[src/rtl/servo_pwm_gen.sv]
// servo_pwm_gen: multi-channel servo PWM generator.
//
// A prescaler divides clk into ticks; a tick counter walks one frame of PERIOD_TICKS ticks.
// Each channel drives its output high while the frame position is below its active pulse
// width. Pulse widths are double buffered: writes land in a pending register and move to
// the active register at the frame wrap, or continuously while the timebase is disabled.
//
// Build option: define SERVO_PWM_CLAMP_EN to limit written pulse widths to
// [MIN_PULSE, MAX_PULSE]. Without it, widths are stored exactly as written.

module servo_pwm_gen #(
    parameter int unsigned CLK_DIV      = 100,
    parameter int unsigned PERIOD_TICKS = 20000,
    parameter int unsigned CNT_W        = 15,
    parameter int unsigned CHANNELS     = 2,
    parameter int unsigned MIN_PULSE    = 1000,
    parameter int unsigned MAX_PULSE    = 2000,
    parameter int unsigned RST_PULSE    = 1500
) (
    input  logic                      clk,
    input  logic                      rst,
    input  logic                      en,
    input  logic [CHANNELS*CNT_W-1:0] pw_in,
    input  logic [CHANNELS-1:0]       pw_wr,
    output logic [CNT_W-1:0]          tick_cnt,
    output logic                      tick,
    output logic                      frame_start,
    output logic [CHANNELS*CNT_W-1:0] pw_active,
    output logic [CHANNELS-1:0]       pwm_out
);

    localparam int unsigned      PRESC_W    = (CLK_DIV > 1) ? $clog2(CLK_DIV) : 1;
    localparam logic [PRESC_W-1:0] PRESC_LAST = PRESC_W'(CLK_DIV - 1);
    localparam logic [CNT_W-1:0] CNT_LAST   = CNT_W'(PERIOD_TICKS - 1);
    localparam logic [CNT_W-1:0] PW_RESET   = CNT_W'(RST_PULSE);

`ifdef SERVO_PWM_CLAMP_EN
    localparam logic [CNT_W-1:0] PW_MIN = CNT_W'(MIN_PULSE);
    localparam logic [CNT_W-1:0] PW_MAX = CNT_W'(MAX_PULSE);
`endif

    // Reject configurations the counters and clamps cannot represent.
    if (CLK_DIV < 2) begin : gen_bad_clk_div
        $error("servo_pwm_gen: CLK_DIV must be at least 2");
    end
    if ((64'd1 << CNT_W) <= 64'(PERIOD_TICKS)) begin : gen_bad_cnt_w
        $error("servo_pwm_gen: CNT_W too narrow for PERIOD_TICKS");
    end
    if (!(MIN_PULSE <= RST_PULSE && RST_PULSE <= MAX_PULSE && MAX_PULSE < PERIOD_TICKS))
    begin : gen_bad_pulse
        $error("servo_pwm_gen: pulse limits out of order");
    end

    // Limit a written width to the legal servo range when clamping is built in.
    function automatic logic [CNT_W-1:0] limit_pw(input logic [CNT_W-1:0] v);
`ifdef SERVO_PWM_CLAMP_EN
        if (v < PW_MIN) begin
            return PW_MIN;
        end else if (v > PW_MAX) begin
            return PW_MAX;
        end else begin
            return v;
        end
`else
        return v;
`endif
    endfunction

    // ------------------------------------------------------------------------------------
    // Timebase state
    // ------------------------------------------------------------------------------------
    logic [PRESC_W-1:0] presc_q, presc_d;
    logic [CNT_W-1:0]   tick_cnt_q, tick_cnt_d;
    logic               tick_q, tick_d;
    logic               frame_start_q, frame_start_d;

    logic               presc_wrap;
    logic               frame_wrap;
    logic               shadow_load;

    // ------------------------------------------------------------------------------------
    // Per-channel state
    // ------------------------------------------------------------------------------------
    logic [CNT_W-1:0]    pw_new    [CHANNELS];
    logic [CNT_W-1:0]    pending_q [CHANNELS];
    logic [CNT_W-1:0]    pending_d [CHANNELS];
    logic [CNT_W-1:0]    active_q  [CHANNELS];
    logic [CNT_W-1:0]    active_d  [CHANNELS];
    logic [CHANNELS-1:0] pwm_q, pwm_d;

    // Prescaler, tick counter and their one-cycle strobes; everything holds while en=0.
    always_comb begin
        presc_wrap    = en && (presc_q == PRESC_LAST);
        frame_wrap    = presc_wrap && (tick_cnt_q == CNT_LAST);
        presc_d       = presc_q;
        tick_cnt_d    = tick_cnt_q;
        tick_d        = presc_wrap;
        frame_start_d = frame_wrap;

        if (en) begin
            presc_d = presc_wrap ? '0 : presc_q + 1'b1;
        end
        if (presc_wrap) begin
            tick_cnt_d = frame_wrap ? '0 : tick_cnt_q + 1'b1;
        end
    end

    // Pending loads on write; active follows pending at the frame wrap or while disabled.
    // Taking pending_d rather than pending_q gives a write on a load edge immediate effect.
    always_comb begin
        shadow_load = frame_wrap || !en;
        for (int i = 0; i < CHANNELS; i++) begin
            pw_new[i]    = limit_pw(pw_in[i*CNT_W +: CNT_W]);
            pending_d[i] = pw_wr[i] ? pw_new[i] : pending_q[i];
            active_d[i]  = shadow_load ? pending_d[i] : active_q[i];
        end
    end

    // Output compare on current register values, registered for glitch-free pins.
    always_comb begin
        pwm_d = '0;
        for (int i = 0; i < CHANNELS; i++) begin
            pwm_d[i] = en && (tick_cnt_q < active_q[i]);
        end
    end

    // Timebase registers; reset abandons the current frame outright.
    always_ff @(posedge clk) begin
        if (rst) begin
            presc_q       <= '0;
            tick_cnt_q    <= '0;
            tick_q        <= 1'b0;
            frame_start_q <= 1'b0;
        end else begin
            presc_q       <= presc_d;
            tick_cnt_q    <= tick_cnt_d;
            tick_q        <= tick_d;
            frame_start_q <= frame_start_d;
        end
    end

    // Pulse-width buffers and output pins; widths return to servo neutral on reset.
    always_ff @(posedge clk) begin
        if (rst) begin
            for (int i = 0; i < CHANNELS; i++) begin
                pending_q[i] <= PW_RESET;
                active_q[i]  <= PW_RESET;
            end
            pwm_q <= '0;
        end else begin
            for (int i = 0; i < CHANNELS; i++) begin
                pending_q[i] <= pending_d[i];
                active_q[i]  <= active_d[i];
            end
            pwm_q <= pwm_d;
        end
    end

    // Flatten the active widths onto the status bus.
    always_comb begin
        pw_active = '0;
        for (int i = 0; i < CHANNELS; i++) begin
            pw_active[i*CNT_W +: CNT_W] = active_q[i];
        end
    end

    assign tick_cnt    = tick_cnt_q;
    assign tick        = tick_q;
    assign frame_start = frame_start_q;
    assign pwm_out     = pwm_q;

endmodule

[config.mk]
export PLATFORM = sky130hd
export DESIGN_NAME = servo_pwm_gen
export DESIGN_NICKNAME = d
export VERILOG_FILES = /design/src/rtl/servo_pwm_gen.sv
export SDC_FILE = /design/constraint.sdc
export NUM_CORES = 1
export LEC_CHECK = 0
export ABC_CLOCK_PERIOD_IN_PS = 2000
export CAP_MARGIN = 10
export CORE_ASPECT_RATIO = 2
export CORE_MARGIN = 2
export CORE_UTILIZATION = 45
export CTS_CLUSTER_SIZE = 16
export DETAILED_ROUTE_END_ITERATION = 7
export GPL_ROUTABILITY_DRIVEN = 1
export PLACE_DENSITY = 0.75
export SLEW_MARGIN = 20
export SYNTH_ARGS = -nofsm -noshare
export SYNTH_HDL_FRONTEND = slang
export SYNTH_SLANG_ARGS = --single-unit
export TNS_END_PERCENT = 50
[constraint.sdc]
create_clock -name clk -period 2 [get_ports clk]
set_input_delay 0.5 -clock clk [delete_from_list [all_inputs] [get_ports clk]]
set_output_delay 0.5 -clock clk [all_outputs]
set_load 0.02 [all_outputs]
; Word-level counts from Yosys, hierarchy flattened
; Memory sizes are Yosys's and may differ from the RTL's.
; Cells that the tools add are included.
[classes]
n_addsub = 2
n_mul = 0
n_div = 0
order_cmp = 2
eq_ne = 2
n_shift = 0
n_mux = 13
bitwise = 4
n_reduce_logical = 6
[op_table]
columns = op, n
row1 = 15-bit 2-to-1 mux, 9
row2 = 15-bit < comparator, 2
row3 = 15-bit by 1-bit adder with 15-bit output (second input constant), 1
row4 = 15-bit == test (second input constant), 1
row5 = 7-bit by 1-bit adder with 7-bit output (second input constant), 1
row6 = 7-bit == test (second input constant), 1
row7 = 7-bit 2-to-1 mux, 1
row8 = 1-bit logical AND, 4
row9 = 1-bit bitwise OR, 4
row10 = 1-bit 2-to-1 mux, 3
row11 = 1-bit logical NOT, 1
row12 = 1-bit logical OR, 1
[totals]
reg_bits = 26
latch_bits = 0
mem_bits_rw = 60
rom_bits = 0
inputBits = 35
out_inout_bits = 49
elab_cells = 36
n_memories = 2
[memory_table]
columns = memory, words, word_bits, rd, rd_clocked_by_memory_dff, write_ports, line
row1 = active_q, 2, 15, 2, 0, 2, 87  ; logic [CNT_W-1:0] active_q [CHANNELS];
row2 = pending_q, 2, 15, 2, 0, 2, 85  ; logic [CNT_W-1:0] pending_q [CHANNELS];

; Longest topological paths before layout
; Gate-level depths: netlist of run 1.
[depth]
ltp_word = 6
depth_mapped = 8
depth_no_buf = 7

; Worst setup path before layout of run 1
; No wires, ideal clock.
[synth_timing]
path_kind = flip-flop to flip-flop
start = register tick_cnt_q[4], in the netlist tick_cnt[4]
end = memory active_q[0][10]
setup_time_ns = 0.137
arrival_time_ns = 2.000
required_ns = 1.863
setup_slack_ns = -0.137
path_stages_with_launch = 7
synth_period_minus_slack_ns = 2.137
path_cell_list = dfxtp_1 -> or4b_4 -> or3_1 -> buf_2 -> o21ai_4 -> buf_2 -> a31oi_1
[synth_rtl]
columns = element, line
row1 = from (decl), 73  ; logic [CNT_W-1:0] tick_cnt_q, tick_cnt_d;
row2 = from (signal assigned), 136  ; tick_cnt_q <= tick_cnt_d;
row3 = to (decl), 87

==> results of run 1 <==
[stage by stage]
step           TNS (ps)  cell area, µm²
2_1_floorplan     -23.8            3890
3_3_place_gp     -15120            5000
6_report          -2120            5580
4_1_cts            -754            5440
3_5_place_dp     -17380            5000
5_1_grt           -4140            5580
[layout by cell type (no fill, tap or decap), types with 8 or more instances in the layout]
| cell | Yosys | final |
|---|---|---|
| mux2i_1 | 31 | 31 |
| a31oi_1 | 14 | 14 |
| inv_1 | 29 | 29 |
| xor2_1 | 9 | 9 |
| o31ai_1 | 14 | 14 |
| ha_1 | 30 | 29 |
| dfxtp_1 | 86 | 79 |
| clkbuf_16 | 0 | 12 |
| a21oi_1 | 20 | 20 |
| nor3_1 | 23 | 22 |
| nand4_1 | 8 | 8 |
| clkdlybuf4s50_1 | 0 | 77 |
| o21ai_0 | 12 | 11 |
| nor2_1 | 39 | 36 |
| buf_4 | 1 | 31 |
| nand2_1 | 53 | 52 |
[Yosys cell counts]
cell,number,area (µm²)
o211ai_1,1,7.51
buf_1,1,3.75
inv_1,29,109
o21ai_4,1,16.3
dfxtp_1,86,1720
o31ai_1,14,105
and4_1,2,17.5
or2_4,1,8.76
ha_1,30,375
o21ai_1,1,5.00
o21ai_0,12,60.1
a31oi_1,14,87.6
or3_4,1,11.3
nor2b_1,5,31.3
or3_1,4,25.0
buf_2,5,25.0
nand3_1,6,30.0
nor3_1,23,115
nand4_1,8,50.1
mux2i_1,31,310
buf_4,1,7.51
and3_1,1,6.26
buf_6,2,22.5
xor2_1,9,78.8
a21o_1,5,37.5
a31o_2,1,8.76
nor3b_1,1,7.51
nor2_1,39,146
nor4_1,3,18.8
nand2b_1,1,6.26
or4b_4,1,13.8
or4_2,1,8.76
xnor2_1,5,43.8
clkbuf_1,14,52.6
nand2_1,53,199
a21oi_1,20,100
[cell type report]
| type | instances | area share (%) |
|---|---|---|
| Multi-Input combinational cell | 294 | 35.6 |
| Sequential cell | 86 | 31.1 |
| Timing Repair Buffer | 126 | 23.8 |
| Clock buffer | 11 | 4.35 |
| Tap cell | 98 | 2.20 |
| Inverter | 29 | 1.95 |
| Clock inverter | 5 | 1.05 |
[routing by layer]
metal / routed length (µm) / track usage (%) / vias to the layer above
met2: 6260 / 42.8 / 128
li1: - / - / 1718
met1: 4120 / 23.8 / 1703
met3: 452 / 3.27 / 23
met5: 0 / 0 / -
met4: 367 / 11.4 / 0
[worst max path at each step]
stage	start	end	slack, ps	cells after the start
floorplan	en	tick_cnt[0]$_SDFFE_PP0N_	-20	6
global placement	en	active_q[0][3]$_SDFFE_PP1P_	-370	7
detailed placement	en	active_q[0][23]$_SDFFE_PP1P_	-450	7
CTS	presc_q[3]$_SDFFE_PP0P_	active_q[0][23]$_SDFFE_PP1P_	-50	7
global route	presc_q[4]$_SDFFE_PP0P_	active_q[0][0]$_SDFFE_PP0P_	-140	7
finish	presc_q[4]$_SDFFE_PP0P_	active_q[0][25]$_SDFFE_PP1P_	-100	7
[state kept, by name (all words and copies together) (netlist names)]
signal and cells:
pending_q 30, tick 1, presc_q 7, tick_cnt 15
frame_start 1, active_q 30, pwm_out 2
[kinds of logic after synthesis]
kind of cell / count (synthesis) / share of synthesized area, %
AND/OR/NAND/NOR: 150 / 18.0
flip-flops: 86 / 44.4
AO/OA/AOI/OAI: 69 / 11.0
buffers and inverters: 52 / 5.68
multiplexers: 31 / 8.01
adder cells (fa/ha/maj): 30 / 9.69
XOR/XNOR: 14 / 3.17
[worst min-delay path, stage by stage, from the launching register on]
cell and delay [ps]:
dfxtp_1 310, mux2i_1 70, nand2_1 60
[report_power, final]
part / leakage [nW] / internal, mW / switching, mW / total [mW]
clock network: 0.142 / 1.00 / 0.685 / 1.69
registers: 0.709 / 1.79 / 0.0420 / 1.83
logic: 1.61 / 0.256 / 0.244 / 0.500
[what timing repair did]
action                                  CTS  global route
setup buffers                             5             2
cloned                                    2             3
endpoints found under the setup margin   47            44
gates resized for setup                  15            15
endpoints found under the hold margin     0             0
pin swaps                                 6             7
==> flow_summary_export.csv, run 1 <==
group,metric,value,unit
yosys,syn_area,3870,µm²
floorplan,pin_count,84,
sta,fin_hold_ws,470,ps
cts,cts_hold_buf,0,
grt,antenna_found_initial,0,
cts,clk_pin_slew,60,ps
pwr,power_density,719,nW/µm²
yosys,ys_seq_elements,86,
yosys,synth-seq-area-share,44.4,%
sta,worst_pin_slew,491,ps
setup_path,rr_worst_depth,7,
detailed_routing,first_pass_iters,4,
sta,final-setup-viol-count,40,
floorplan,fp.coreArea,8290,µm²
cts,clock_latency,340,ps
setup_path,cpLargestDelayFamily,"simple AND/OR/NAND/NOR gates",
final_layout,regArea,1740,µm²
cts,root_buffer,"clkbuf_16",
outcome,violations,"setup timing",
detailed_routing,detail-route-antenna-nets,0,
placed_design,dpl.hpwl,7480,µm
final_layout,nets,611,
hold_path,min_to,"pending_q[0][21]$_SDFF_PP1_",
cts,htreeDepth,3,
floorplan,die_h,135,µm
cts,cts_sinks,86,
detailed_routing,routedWlPerCell,17.3,µm
setup_path,start_kind,"register",
setup_path,path_cells,"or4b_4 > or3_4 > o21ai_4 > buf_12 > clkbuf_16 > nor3_1 > a31oi_1",
detailed_routing,routed_wl,11200,µm
placed_design,dpl.cell_count,621,
sta,relSlewSlack,67.0,%
grt,grt_pass1_wl,16800,µm
setup_path,worst-path-max-fanout,6,
sta,grt_setup_unrepaired,"true",
floorplan,initial_core_util,46.7,%
floorplan,num_rows,47,
setup_path,cp.required,2260,ps
sta,fmax,476,MHz
final_layout,fillerInstances,613,
setup_path,worst-setup-path-type,"reg -> reg",
placed_design,place_ws,-445,ps
placed_design,portBuffers,83,
final_layout,antenna_cells,0,
grt,grt_max_degree,61,
sta,post-route-min-period,2100,ps
sta,fin_skew,8.61,ps
hold_path,hold_path.class,"reg -> reg",
final_layout,multi_input_area,1990,µm²
hold_path,holdPathStages,2,
yosys,synthCells,432,
pwr,leakage,2.46,nW
grt,gr-total-overflow,0,
detailed_routing,vias_per_cell,5.50,
detailed_routing,drc,0,
sta,hold_viol_final,0,
final_layout,post-route-util,67.3,%
final_layout,drive_above_1_share,14.5,%
final_layout,fin_cells,649,
floorplan,die_w,69.6,µm
pwr,ir_worst_vdd,683,µV
yosys,ys_warn_count,0,
setup_path,cp.arrival,2370,ps
hold_path,hp-start,"pending_q[0][21]$_SDFF_PP1_",
setup_path,crit_buf_inv,2,
placed_design,gp_congestion,0.886,
detailed_routing,drt_iter0_markers,281,
final_layout,syn_to_final_growth,44.1,%
cts,cts_tree,"done",
yosys,synth_area_per_cell,8.97,µm²
pwr,power.total,4.02,mW
yosys,synth_nets,497,
sta,layout_setup_ws,-101,ps
setup_path,crit_path_end_kind,"register",
setup_path,slowest_stage,"or4b_4",
floorplan,dieArea,9410,µm²
detailed_routing,vias,3572,
setup_path,timing.rr.end,"active_q[0][25]$_SDFFE_PP1P_",
grt,grt_pass1_vias,3543,
flow_run,maxCapViolations,0,
cts,clock_path_buffers,2,
outcome,status,"complete, but fails checks",
setup_path,cpPeakStageDelay,560,ps
setup_path,rrSetupSlack,-100,ps
sta,slew_viol_final,0,
cts,cts_buffers,9,
yosys,yosysUniqueCellTypes,36,
sta,finalCritPeriodShare,105,%
grt,grt_usage,22.6,%
setup_path,reg2reg_from,"presc_q[4]$_SDFFE_PP0P_",
(Power assumes the default switching activity.)
==> run 2: changes to the inputs <==
--- a/config.mk
+++ b/config.mk
@@ -18,4 +18,3 @@
 export SYNTH_ARGS = -nofsm -noshare
 export SYNTH_HDL_FRONTEND = slang
 export SYNTH_SLANG_ARGS = --single-unit
-export TNS_END_PERCENT = 50
==> flow_summary_export.csv, run 2 (synthesis results as in run 1) <==
group,metric,value,unit
cts,htreeDepth,3,
floorplan,die_h,135,µm
placed_design,place_ws,-462,ps
floorplan,dieArea,9410,µm²
sta,finalCritPeriodShare,104,%
final_layout,final_common_cell,"dfxtp_1",
floorplan,initial_core_util,46.7,%
placed_design,portBuffers,83,
detailed_routing,detail-route-antenna-nets,0,
final_layout,nets,614,
sta,worst_pin_slew,451,ps
sta,setup_tns,-754,ps
placed_design,gp_congestion,0.881,
cts,root_buffer,"clkbuf_16",
sta,final-setup-viol-count,28,
detailed_routing,vias_per_cell,5.51,
setup_path,cp.required,2250,ps
hold_path,hold_path.class,"reg -> reg",
grt,antenna_found_initial,0,
detailed_routing,vias,3590,
cts,cts_buffers,9,
sta,grt_setup_unrepaired,"true",
final_layout,fin_area,5570,µm²
floorplan,fp.coreArea,8290,µm²
sta,layout_setup_ws,-79.7,ps
setup_path,cpPeakStageDelay,560,ps
detailed_routing,routedWlPerCell,16.8,µm
final_layout,syn_to_final_growth,43.7,%
cts,clock_latency,340,ps
flow_run,maxCapViolations,0,
setup_path,crit_buf_inv,2,
placed_design,dpl.hpwl,7790,µm
grt,grt_max_degree,37,
placed_design,placed_area,5010,µm²
cts,cts_hold_buf,0,
floorplan,pin_count,84,
final_layout,fillerInstances,643,
pwr,power_density,712,nW/µm²
grt,grt_pass1_wl,16900,µm
floorplan,num_rows,47,
cts,clock_path_buffers,2,
grt,grt_usage,23.1,%
floorplan,die_w,69.6,µm
sta,hold_viol_final,0,
cts,clk_pin_slew,60,ps
sta,slew_viol_final,0,
placed_design,dpl.cell_count,623,
setup_path,slowest_stage,"or4b_4",
sta,post-route-min-period,2080,ps
setup_path,cp.arrival,2330,ps
setup_path,path_cells,"or4b_4 > or3_4 > o21ai_4 > buf_12 > buf_12 > nor3_4 > a31oi_1",
setup_path,start_kind,"register",
outcome,status,"complete, but fails checks",
detailed_routing,drc,0,
final_layout,final_cell_mix,"80 x dfxtp_1, 77 x clkdlybuf4s50_1, 48 x nand2_1",
final_layout,antenna_cells,0,
cts,cts_tree,"done",
setup_path,worst-path-max-fanout,5,
final_layout,post-route-util,67.1,%
final_layout,fin_cells,651,
sta,relSlewSlack,69.6,%
pwr,ir_worst_vdd,629,µV
sta,fin_skew,5.86,ps
pwr,leakage,2.47,nW
cts,cts_sinks,86,
grt,grt_pass1_vias,3623,
setup_path,crit_path_end_kind,"register",
final_layout,drive_above_1_share,16.1,%
setup_path,worst-setup-path-type,"reg -> reg",
setup_path,cpLargestDelayFamily,"simple AND/OR/NAND/NOR gates",
detailed_routing,routed_wl,11000,µm
setup_path,crit_path_frequent_cell,"buf_12",
sta,fmax,481,MHz
grt,gr-total-overflow,0,
detailed_routing,first_pass_iters,7,
detailed_routing,drt_iter0_markers,248,
outcome,violations,"setup timing",
## run 2: cell types whose count changed in the layout (fill, tap and decap cells not counted), moves of 2 or more
cell,delta
buf_4,+6
nor3_1,-2
nand2_1,-4
buf_16,-2
o21ai_0,-2
nand2_2,+4
## run 2: final timing paths
path / start / to / slack, ps / cells after the start
worst max-delay path: presc_q[4]$_SDFFE_PP0P_ / active_q[0][4]$_SDFFE_PP1P_ / -80 / 7
worst min-delay path: pending_q[0][8]$_SDFF_PP1_ / pending_q[0][8]$_SDFF_PP1_ / 480 / 2
worst max register to register: presc_q[4]$_SDFFE_PP0P_ / active_q[0][4]$_SDFFE_PP1P_ / -80 / 7
worst min register to register: pending_q[0][8]$_SDFF_PP1_ / pending_q[0][8]$_SDFF_PP1_ / 480 / 2
## run 2: layer usage
layer / vias to the layer above / GRT usage, % / share of wire (%)
met5: - / 0 / 0
met4: 0 / 12.5 / 3.0
met3: 24 / 3.72 / 3.9
met2: 125 / 43.0 / 55
met1: 1710 / 24.3 / 38
li1: 1731 / - / -
## run 2: repair_timing
item / 4_1_cts / 5_1_grt
resized for setup: 11 / 28
pin swaps: 8 / 8
gates cloned: 1 / 2
buffers inserted: 6 / 5
endpoints found under the setup margin: 42 / 44
## run 2: where the power goes
part	internal (mW)	switching [mW]
Clock	0.990	0.650
Sequential	1.79	0.0449
Combinational	0.244	0.244
## run 2: cell type report
class	count	area, µm²	share of cell area [%]
Inverter	29	109	1.96
Clock buffer	11	243	4.36
Sequential cell	86	1730	31.1
Clock inverter	4	47.5	0.854
Tap cell	98	123	2.20
Multi-Input combinational cell	294	2020	36.4
Timing Repair Buffer	129	1290	23.2
## run 2: stage by stage
| step | total power [mW] | hold WS, ps |
|---|---|---|
| after global placement | 2.30 | 454 |
| after detailed placement | 2.32 | 461 |
| after floorplan | 2.10 | 438 |
| final | 3.96 | 477 |
| after global routing | 4.09 | 494 |
| after CTS | 3.95 | 476 |
## run 2: tightest hold or removal path: cells and delay by family, from the launching register on
| kind | cells | cell delay, ps |
|---|---|---|
| flops | 1 | 300 |
| mux | 1 | 70 |
| simple gates | 1 | 70 |
